`src/rtl/hazard_control_unit.sv`:
```
// Pipeline hazard control: operand forwarding, load-use/RAW stalls, branch flushes,
// multi-cycle data-memory stall FSM and saturating performance counters.
`timescale 1ns/1ps
module hazard_control_unit #(
  parameter int unsigned REG_AW  = 5,
  parameter int unsigned MEM_LAT = 1,
  parameter int unsigned FWD_EN  = 1,
  parameter int unsigned CNT_W   = 32
) (
  input  logic              clk,
  input  logic              reset,
  input  logic [REG_AW-1:0] ifid_rs1,
  input  logic [REG_AW-1:0] ifid_rs2,
  input  logic [REG_AW-1:0] idex_rs1,
  input  logic [REG_AW-1:0] idex_rs2,
  input  logic [REG_AW-1:0] idex_rd,
  input  logic              idex_memread,
  input  logic              idex_regwrite,
  input  logic [REG_AW-1:0] exmem_rd,
  input  logic              exmem_regwrite,
  input  logic              exmem_memread,
  input  logic              exmem_memwrite,
  input  logic [REG_AW-1:0] memwb_rd,
  input  logic              memwb_regwrite,
  input  logic              branch_taken,
  output logic [1:0]        forward_a,
  output logic [1:0]        forward_b,
  output logic              pc_write,
  output logic              ifid_write,
  output logic              idex_bubble,
  output logic              ifid_flush,
  output logic              idex_flush,
  output logic              exmem_flush,
  output logic              mem_stall,
  output logic [1:0]        state,
  output logic [CNT_W-1:0]  stall_cycles,
  output logic [CNT_W-1:0]  flush_count
);

  localparam int unsigned WCW       = (MEM_LAT > 2) ? $clog2(MEM_LAT - 1) : 1;
  localparam int unsigned WAIT_INIT = (MEM_LAT > 1) ? (MEM_LAT - 2) : 0;

  typedef enum logic [1:0] {
    ST_RUN      = 2'b00,
    ST_MEM_WAIT = 2'b01
  } state_e;

  state_e            state_q, state_d;
  logic [WCW-1:0]    wait_q, wait_d;
  logic [CNT_W-1:0]  stall_cycles_q, stall_cycles_d;
  logic [CNT_W-1:0]  flush_count_q, flush_count_d;
  logic              mem_stall_c;
  logic              mem_req;
  logic              load_use;
  logic              raw_hz;
  logic              hazard;

  // Priority select: EX/MEM result beats MEM/WB result; x0 never forwards.
  function automatic logic [1:0] fwd_sel(
    input logic [REG_AW-1:0] rs,
    input logic              ex_wr,
    input logic [REG_AW-1:0] ex_rd,
    input logic              wb_wr,
    input logic [REG_AW-1:0] wb_rd
  );
    if (ex_wr && (ex_rd != '0) && (ex_rd == rs)) return 2'b10;
    if (wb_wr && (wb_rd != '0) && (wb_rd == rs)) return 2'b01;
    return 2'b00;
  endfunction

  function automatic logic raw_match(
    input logic [REG_AW-1:0] rs,
    input logic              id_wr,
    input logic [REG_AW-1:0] id_rd,
    input logic              ex_wr,
    input logic [REG_AW-1:0] ex_rd
  );
    return (rs != '0) && ((id_wr && (id_rd == rs)) || (ex_wr && (ex_rd == rs)));
  endfunction

  assign mem_req  = exmem_memread | exmem_memwrite;
  assign load_use = idex_memread && (idex_rd != '0) &&
                    ((idex_rd == ifid_rs1) || (idex_rd == ifid_rs2));
  // Without forwarding every in-flight producer of a decode source must drain first.
  assign raw_hz   = (FWD_EN == 0) &&
                    (raw_match(ifid_rs1, idex_regwrite, idex_rd, exmem_regwrite, exmem_rd) ||
                     raw_match(ifid_rs2, idex_regwrite, idex_rd, exmem_regwrite, exmem_rd));
  assign hazard   = load_use | raw_hz;

  // Memory-wait FSM next state; the release cycle never retriggers.
  always_comb begin
    state_d     = state_q;
    wait_d      = wait_q;
    mem_stall_c = 1'b0;
    case (state_q)
      ST_RUN: begin
        if (mem_req && (MEM_LAT > 1)) begin
          mem_stall_c = 1'b1;
          wait_d      = WCW'(WAIT_INIT);
          state_d     = ST_MEM_WAIT;
        end
      end
      ST_MEM_WAIT: begin
        if (wait_q != '0) begin
          mem_stall_c = 1'b1;
          wait_d      = wait_q - WCW'(1);
        end else begin
          state_d = ST_RUN;
        end
      end
      default: state_d = ST_RUN;
    endcase
  end

  // Pipeline control: memory stall > branch flush > hazard stall.
  always_comb begin
    forward_a   = 2'b00;
    forward_b   = 2'b00;
    pc_write    = 1'b1;
    ifid_write  = 1'b1;
    idex_bubble = 1'b0;
    ifid_flush  = 1'b0;
    idex_flush  = 1'b0;
    exmem_flush = 1'b0;
    mem_stall   = 1'b0;
    if (!reset) begin
      if (FWD_EN != 0) begin
        forward_a = fwd_sel(idex_rs1, exmem_regwrite, exmem_rd, memwb_regwrite, memwb_rd);
        forward_b = fwd_sel(idex_rs2, exmem_regwrite, exmem_rd, memwb_regwrite, memwb_rd);
      end
      mem_stall = mem_stall_c;
      if (mem_stall_c) begin
        pc_write   = 1'b0;
        ifid_write = 1'b0;
      end else if (branch_taken) begin
        ifid_flush  = 1'b1;
        idex_flush  = 1'b1;
        exmem_flush = 1'b1;
      end else if (hazard) begin
        pc_write    = 1'b0;
        ifid_write  = 1'b0;
        idex_bubble = 1'b1;
      end
    end
  end

  // Saturating performance counters.
  always_comb begin
    stall_cycles_d = stall_cycles_q;
    flush_count_d  = flush_count_q;
    if (!pc_write && (stall_cycles_q != '1)) stall_cycles_d = stall_cycles_q + CNT_W'(1);
    if (ifid_flush && (flush_count_q != '1)) flush_count_d = flush_count_q + CNT_W'(1);
  end

  always_ff @(posedge clk) begin
    if (reset) begin
      state_q        <= ST_RUN;
      wait_q         <= '0;
      stall_cycles_q <= '0;
      flush_count_q  <= '0;
    end else begin
      state_q        <= state_d;
      wait_q         <= wait_d;
      stall_cycles_q <= stall_cycles_d;
      flush_count_q  <= flush_count_d;
    end
  end

  assign state        = state_q;
  assign stall_cycles = stall_cycles_q;
  assign flush_count  = flush_count_q;

endmodule
```
`config.mk`:
```
export PLATFORM = sky130hd
export DESIGN_NAME = hazard_control_unit
export DESIGN_NICKNAME = d
export VERILOG_FILES = /design/src/rtl/hazard_control_unit.sv
export SDC_FILE = /design/constraint.sdc
export NUM_CORES = 1
export LEC_CHECK = 0
export CAP_MARGIN = 20
export CORE_ASPECT_RATIO = 0.75
export CORE_UTILIZATION = 38
export CTS_CLUSTER_SIZE = 30
export DETAILED_ROUTE_END_ITERATION = 16
export GPL_ROUTABILITY_DRIVEN = 0
export PLACE_DENSITY = 0.73
export SYNTH_ARGS = -nofsm -noshare
export SYNTH_HDL_FRONTEND = slang
export SYNTH_SLANG_ARGS = --single-unit
```
`constraint.sdc`:
```
create_clock -name clk -period 2.3 [get_ports clk]
set_input_delay 0.345 -clock clk [delete_from_list [all_inputs] [get_ports clk]]
set_output_delay 0.345 -clock clk [all_outputs]
set_load 0.05 [all_outputs]
```
==> results.py, run 1 <==
metrics = {
    "sta": {
        "skew_ns": 0.004747,
        "fin_crit_sh_pct": 98.01,
        "slew_viol_final": 0,
        "hold_slack_ns": 0.4957,
        "hold_violations": 0,
        "worst-slew-pin-transition_ns": 0.6120,
        "slew_headroom_pct": 59.08,
        "rsz0062_at_grt": "yes",
        "setup_viol": 0,
        "layout_min_cycle_time_ns": 2.254,
        "max_freq_ghz": 0.4436,
    },
    "critical_path": {
        "critPathTopFamily": "simple AND/OR/NAND/NOR gates",
        "cp_data_required_time_ns": 1.96,
        "start_kind": "primary input",
        "worst-r2r-setup-slack_ns": 0.11,
        "reg2reg_to": "stall_cycles[1]",
        "worst-setup-path-type": "in2out",
        "crit_slowest_cell": "or4_4",
        "slowest_delay_ns": 0.55,
        "rr_worst_depth": 7,
        "r2r-start": "stall_cycles[23]",
        "path_cells": "dlygate4sd2_1 -> or4_1 -> o21ai_2 -> or4_4 -> nor4_4 -> buf_12",
        "path_buf_inv": 2,
        "cp-end-kind": "output pin",
        "arrival_ns": 1.91,
        "crit_fanout": 3,
    },
    "run": {
        "cap_violations": 0,
    },
    "cells_and_area": {
        "final_common_cell": "clkdlybuf4s50_1",
        "area_growth_pct": 56.03,
        "drive_above_1_share_pct": 19.21,
        "layout_common_cells": "clkdlybuf4s50_1 (83), dfxtp_1 (59), buf_4 (54)",
        "diodes": 0,
        "final_area_sq_um": 5749,
        "fin_nets": 650,
    },
    "clock_tree": {
        "worstSkewPairLatency_ns": 0.32,
        "clock_path_buffers": 2,
        "clock-sinks": 64,
        "cts_made_buffers": 9,
        "hold_buffers": 0,
        "clk_pin_slew_ns": 0.06,
        "cts_htree_levels": 3,
        "cts_tree": "done",
        "root_buffer": "clkbuf_16",
    },
    "drt": {
        "drc": 0,
        "wl_per_cell_microns": 14.42,
        "ant_nets": 0,
        "drt-pass1-iter-count": 6,
        "wl_met1_microns": 4983,
        "vias": 3827,
        "top_layer": "met4",
        "drt_iter0_markers": 317,
        "dr_wl_met3_microns": 458,
        "routed_via_density": 5.193,
        "wl_microns": 10630,
        "dr_wl_met2_microns": 5081,
    },
    "placement": {
        "portBuffers": 114,
        "postPlaceCellArea_sq_um": 5345,
        "hpwlAfterDp_microns": 7770,
    },
    "worst_hold_path": {
        "min_from": "stall_cycles[19]",
        "hold_path.class": "reg2reg",
        "holdPathEnd": "stall_cycles[19]",
        "hold_depth": 2,
    },
    "status": {
        "run_status": "completed",
    },
    "pwr": {
        "ir_worst_vdd_v": 0.0003170,
        "p_leak_uw": 0.002059,
        "finalPower_uw": 2921,
        "power_density_nw_per_um2": 508.1,
    },
    "synth": {
        "ys_ff_latch": 64,
        "ys_seq_area_share_pct": 34.77,
        "syn_avg_cell_area_sq_um": 8.299,
        "synth_cell_types": 50,
        "yosysWarningCount": 0,
        "synth_cells": 444,
        "netlist_area_sq_um": 3685,
    },
    "grt": {
        "grt_max_degree": 41,
        "overflow": 0,
        "grt_pass1_wl_microns": 17310,
        "grt_pass1_vias": 3657,
        "antenna_found_initial": 0,
        "grtUsageTotal_pct": 21.75,
    },
    "floorplan": {
        "dieArea_sq_um": 10100,
        "die_w_microns": 115.7,
        "start_util_pct": 39.91,
        "num_rows": 30,
        "ios": 121,
        "design.core.area_sq_um": 9234,
        "die_h_microns": 87.28,
    },
}
==> tightest hold or removal path, cell delays in order, from the launching register on <==
cell and delay (ns):
dfxtp_1 0.33, o31ai_1 0.07, a21oi_1 0.05
==> where the power goes <==
group | internal, uW | leakage [uW] | switching [uW] | total, uW
Combinational | 148 | 0.00138 | 157 | 305
Clock | 960 | 0.000157 | 542 | 1500
Sequential | 1110 | 0.000518 | 3.01 | 1110
==> flip-flops by register name, summed over array words and instances, names as in the netlist <==
name          count
flush_count      32
stall_cycles     32
==> logic make-up (layout without fill, tap and decap cells) <==
logic type | Yosys count | count (layout) | share of synthesized area (%)
simple gates | 224 | 224 | 34.70
compound gates | 63 | 63 | 10.29
xor+xnor | 56 | 56 | 13.31
other cells | 1 | 3 | 0.1018
flops | 64 | 64 | 34.77
fa+ha+maj | 2 | 2 | 0.6790
mux | 9 | 9 | 2.648
buf+inv | 25 | 188 | 3.497
==> synthesized netlist by cell type, drive strengths merged <==
master	instances	share of area, %
and4	7	1.7
nor2	52	5.6
a2111o	1	0.31
or3	18	3.1
conb	1	0.10
o211a	1	0.27
a21oi	25	3.4
nand4b	1	0.24
o211ai	1	0.34
ha	2	0.68
inv	6	0.61
or2	3	0.58
mux2	6	1.8
nand2b	2	0.54
o21ai	21	2.9
nand2	36	3.7
nor4	9	2.3
nand3	29	4.6
mux2i	3	0.81
buf	10	2.0
nor3b	1	0.20
or4	14	2.9
o22ai	1	0.34
nor2b	8	1.4
o31ai	9	2.0
xor2	27	6.4
clkbuf	9	0.92
nor4b	1	0.65
nand4	17	3.1
xnor2	29	6.9
and3	8	1.4
a31oi	2	0.34
and2	3	0.51
a41oi	1	0.24
nor3	14	2.3
dfxtp	64	35
o2111ai	1	0.24
nand3b	1	0.20
==> timing repair <==
| item | 4_1_cts | 5_1_grt |
|---|---|---|
| setup buffers | 2 | 1 |
| gates resized for setup | 36 | 4 |
| pin swaps | 8 | 3 |
| endpoints found under the setup margin | 7 | 7 |
==> area by class of cell <==
| cell class | count | area (sq um) |
|---|---|---|
| fillers | 816 | 3485 |
| multi-input cells | 357 | 2365 |
| repair buffers | 166 | 1583 |
| flip-flops and latches | 64 | 1287 |
| clock buffers | 9 | 225.2 |
| well taps | 128 | 160.2 |
| clock inverters | 7 | 102.6 |
| inverters | 6 | 26.28 |
==> worst max path at each step <==
stage | startpoint | endpoint | cells after the start
5_1_grt | stall_cycles[18] | stall_cycles[1] | 7
3_5_place_dp | idex_rd[4] | stall_cycles[7] | 7
3_3_place_gp | exmem_rd[1] | forward_a[0] | 6
2_1_floorplan | reset | forward_a[1] | 3
6_report | memwb_rd[4] | forward_b[0] | 6
4_1_cts | exmem_rd[1] | forward_b[0] | 7
==> layer usage <==
metal,up-vias,global-route usage [%]
li1,1909,-
met1,1797,28.46
met2,111,36.04
met3,10,4.593
met4,0,6.410
met5,-,0
==> metrics by stage <==
step / setup WS [ns] / TNS [ns] / util (%) / cells
after floorplan: -0.3301 / -0.9590 / - / 446
after global placement: -0.2554 / -4.714 / 57.89 / 718
after detailed placement: -0.2902 / -6.885 / 57.89 / 718
after CTS: 0.001246 / 0 / 62.09 / 736
after global routing: -0.003517 / -0.004145 / 62.26 / 737
final: 0.04584 / 0 / 62.26 / 737
Note: power is estimated with default switching activity, not from simulation.
==> run 2: changes to the inputs <==
--- a/config.mk
+++ b/config.mk
@@ -6,12 +6,15 @@
 export NUM_CORES = 1
 export LEC_CHECK = 0
 export CAP_MARGIN = 20
+export CELL_PAD_IN_SITES_DETAIL_PLACEMENT = 1
+export CELL_PAD_IN_SITES_GLOBAL_PLACEMENT = 2
 export CORE_ASPECT_RATIO = 0.75
-export CORE_UTILIZATION = 38
+export CORE_UTILIZATION = 26
 export CTS_CLUSTER_SIZE = 30
 export DETAILED_ROUTE_END_ITERATION = 16
 export GPL_ROUTABILITY_DRIVEN = 0
-export PLACE_DENSITY = 0.73
+export HOLD_SLACK_MARGIN = 0.12
+export PLACE_DENSITY = 0.85
 export SYNTH_ARGS = -nofsm -noshare
 export SYNTH_HDL_FRONTEND = slang
 export SYNTH_SLANG_ARGS = --single-unit
==> run 2 against run 1 <==
  * Clock-buffer cell count unchanged
  * Sequential cell count is the same
  * Design area is 2.4% higher
==> results.py, run 2 (synthesis gave the netlist of run 1 again) <==
metrics = {
    "worst_hold_path": {
        "min_from": "stall_cycles[19]",
        "holdPathEnd": "stall_cycles[19]",
        "hold_depth": 2,
        "hold_path.class": "reg2reg",
    },
    "grt": {
        "antenna_found_initial": 0,
        "overflow": 0,
        "grt_max_degree": 50,
        "grtUsageTotal_pct": 16.98,
        "grt_pass1_wl_microns": 19880,
        "grt_pass1_vias": 4046,
    },
    "drt": {
        "drt_iter0_markers": 110,
        "drt-pass1-iter-count": 4,
        "wl_per_cell_microns": 15.57,
        "drc": 0,
        "vias": 3934,
        "wl_microns": 12330,
        "ant_nets": 0,
        "routed_via_density": 4.967,
    },
    "pwr": {
        "ir_worst_vdd_v": 0.0002880,
        "p_int_uw": 2104,
        "power.switching_uw": 699.8,
        "finalPower_uw": 2804,
        "switching_share_pct": 24.96,
        "p_leak_uw": 0.002116,
        "p_comb_share_pct": 11.2,
        "power_frac_seq_pct": 39.7,
        "power_frac_clock_pct": 49.0,
        "power_density_nw_per_um2": 476.4,
    },
    "clock_tree": {
        "cts_htree_levels": 3,
        "worstSkewPairLatency_ns": 0.34,
        "cts_made_buffers": 9,
        "cts_tree": "done",
        "clk_pin_slew_ns": 0.06,
        "clock_path_buffers": 2,
        "clock-sinks": 64,
        "root_buffer": "clkbuf_16",
    },
    "critical_path": {
        "cp_data_required_time_ns": 1.96,
        "arrival_ns": 1.90,
        "worst-r2r-setup-slack_ns": 0.11,
        "start_kind": "primary input",
        "worst-setup-path-type": "in2out",
        "reg2reg_to": "stall_cycles[16]",
        "rr_worst_depth": 7,
        "r2r-start": "stall_cycles[1]",
        "crit_fanout": 3,
        "cp-end-kind": "output pin",
    },
    "cells_and_area": {
        "area_growth_pct": 59.73,
        "final_area_sq_um": 5886,
        "layout_common_cells": "clkdlybuf4s50_1 (81), dfxtp_1 (59), buf_4 (59)",
        "diodes": 0,
        "nFillCells": 1612,
        "fin_nets": 658,
        "final-instance-count-excl-fill": 792,
        "drive_above_1_share_pct": 20.26,
        "final_common_cell": "clkdlybuf4s50_1",
    },
    "run": {
        "cap_violations": 0,
    },
    "sta": {
        "layout_min_cycle_time_ns": 2.247,
        "hold_violations": 0,
        "slew_viol_final": 0,
        "worst-slew-pin-transition_ns": 0.5448,
        "hold_slack_ns": 0.4960,
        "slew_headroom_pct": 63.68,
        "setup_viol": 0,
        "fin_crit_sh_pct": 97.70,
        "max_freq_ghz": 0.4450,
        "skew_ns": 0.006409,
    },
    "placement": {
        "place_inst": 768,
        "postPlaceCellArea_sq_um": 5426,
        "portBuffers": 114,
        "hpwlAfterDp_microns": 9375,
    },
    "floorplan": {
        "start_util_pct": 26.71,
        "ios": 121,
        "die_w_microns": 139.5,
        "die_h_microns": 105.1,
        "design.core.area_sq_um": 13800,
        "dieArea_sq_um": 14660,
        "num_rows": 37,
    },
    "status": {
        "run_status": "completed",
    },
}
[run 2: cell types whose count changed in the layout (fill, tap and decap cells not counted), sizes merged]
cell           change
buf                +7
dlygate4sd2        -3
nand3              +1
inv                -2
bufinv             -1
dlymetal6s2s       +5
clkdlybuf4s50      -2
clkinvlp           +1
clkinv             +2
[run 2: area by class of cell]
cell class | instances | area, sq um | area share, %
Clock buffer | 9 | 225.2 | 3.827
Tap cell | 175 | 219.0 | 3.720
Inverter | 6 | 26.28 | 0.4464
Clock inverter | 7 | 72.57 | 1.233
Timing Repair Buffer | 173 | 1659 | 28.19
Multi-Input combinational cell | 358 | 2396 | 40.71
Sequential cell | 64 | 1287 | 21.87
[run 2: critical path, stage by stage]
cell,delay (ns)
dlygate4sd2_1,0.25
or4_4,0.55
nor2_4,0.14
nor4b_4,0.06
buf_4,0.15
and2_4,0.17
clkinvlp_4,0.10
buf_12,0.14
[run 2: through the flow]
step	setup TNS, ns	util (%)	setup slack (ns)
6_report	0	42.66	0.05299
5_1_grt	-0.01236	42.66	-0.01142
4_1_cts	0	42.14	0.0008031
3_5_place_dp	-11.98	39.33	-0.3780
3_3_place_gp	-8.154	39.33	-0.2786
2_1_floorplan	-0.9590	-	-0.3301
[run 2: worst max path at each step]
stage,depth (start not counted),slack (ns),start,end
finish,8,0.05,idex_rd[3],pc_write
detailed placement,7,-0.38,idex_rd[2],stall_cycles[28]
global route,6,-0.01,memwb_regwrite,forward_b[0]
global placement,7,-0.28,idex_rd[1],stall_cycles[28]
CTS,5,0.0008,idex_rs1[4],forward_a[0]
floorplan,3,-0.33,reset,forward_a[1]
[run 2: repair_timing]
action	in CTS	in global routing
gates cloned	0	1
setup endpoints to repair	13	26
pin swaps	9	9
setup buffers	6	1
hold buffers	0	0
gates resized for setup	31	15
[run 2: metal layers]
metal | share of wire, % | up-vias | global-route usage, % | routed length [microns]
li1 | - | 1928 | - | -
met1 | 45 | 1883 | 20.12 | 5524
met2 | 48 | 102 | 29.29 | 5964
met3 | 4.8 | 21 | 4.170 | 597
met4 | 2.0 | 0 | 6.905 | 242
met5 | 0 | - | 0 | 0
[run 2: power groups by stage]
stage	registers (uW)	clock network (uW)	logic, uW
floorplan	1150	0	127
global placement	1140	0	294
detailed placement	1140	0	304
CTS	1110	1430	314
global route	1110	1460	338
finish	1110	1370	315
==> run 3: changes to the inputs <==
--- a/config.mk
+++ b/config.mk
@@ -5,6 +5,7 @@
 export SDC_FILE = /design/constraint.sdc
 export NUM_CORES = 1
 export LEC_CHECK = 0
+export ABC_CLOCK_PERIOD_IN_PS = 2300
 export CAP_MARGIN = 20
 export CELL_PAD_IN_SITES_DETAIL_PLACEMENT = 1
 export CELL_PAD_IN_SITES_GLOBAL_PLACEMENT = 2
==> results of run 3 <==
The final DEF is identical to that of run 2; final timing and power are the same.
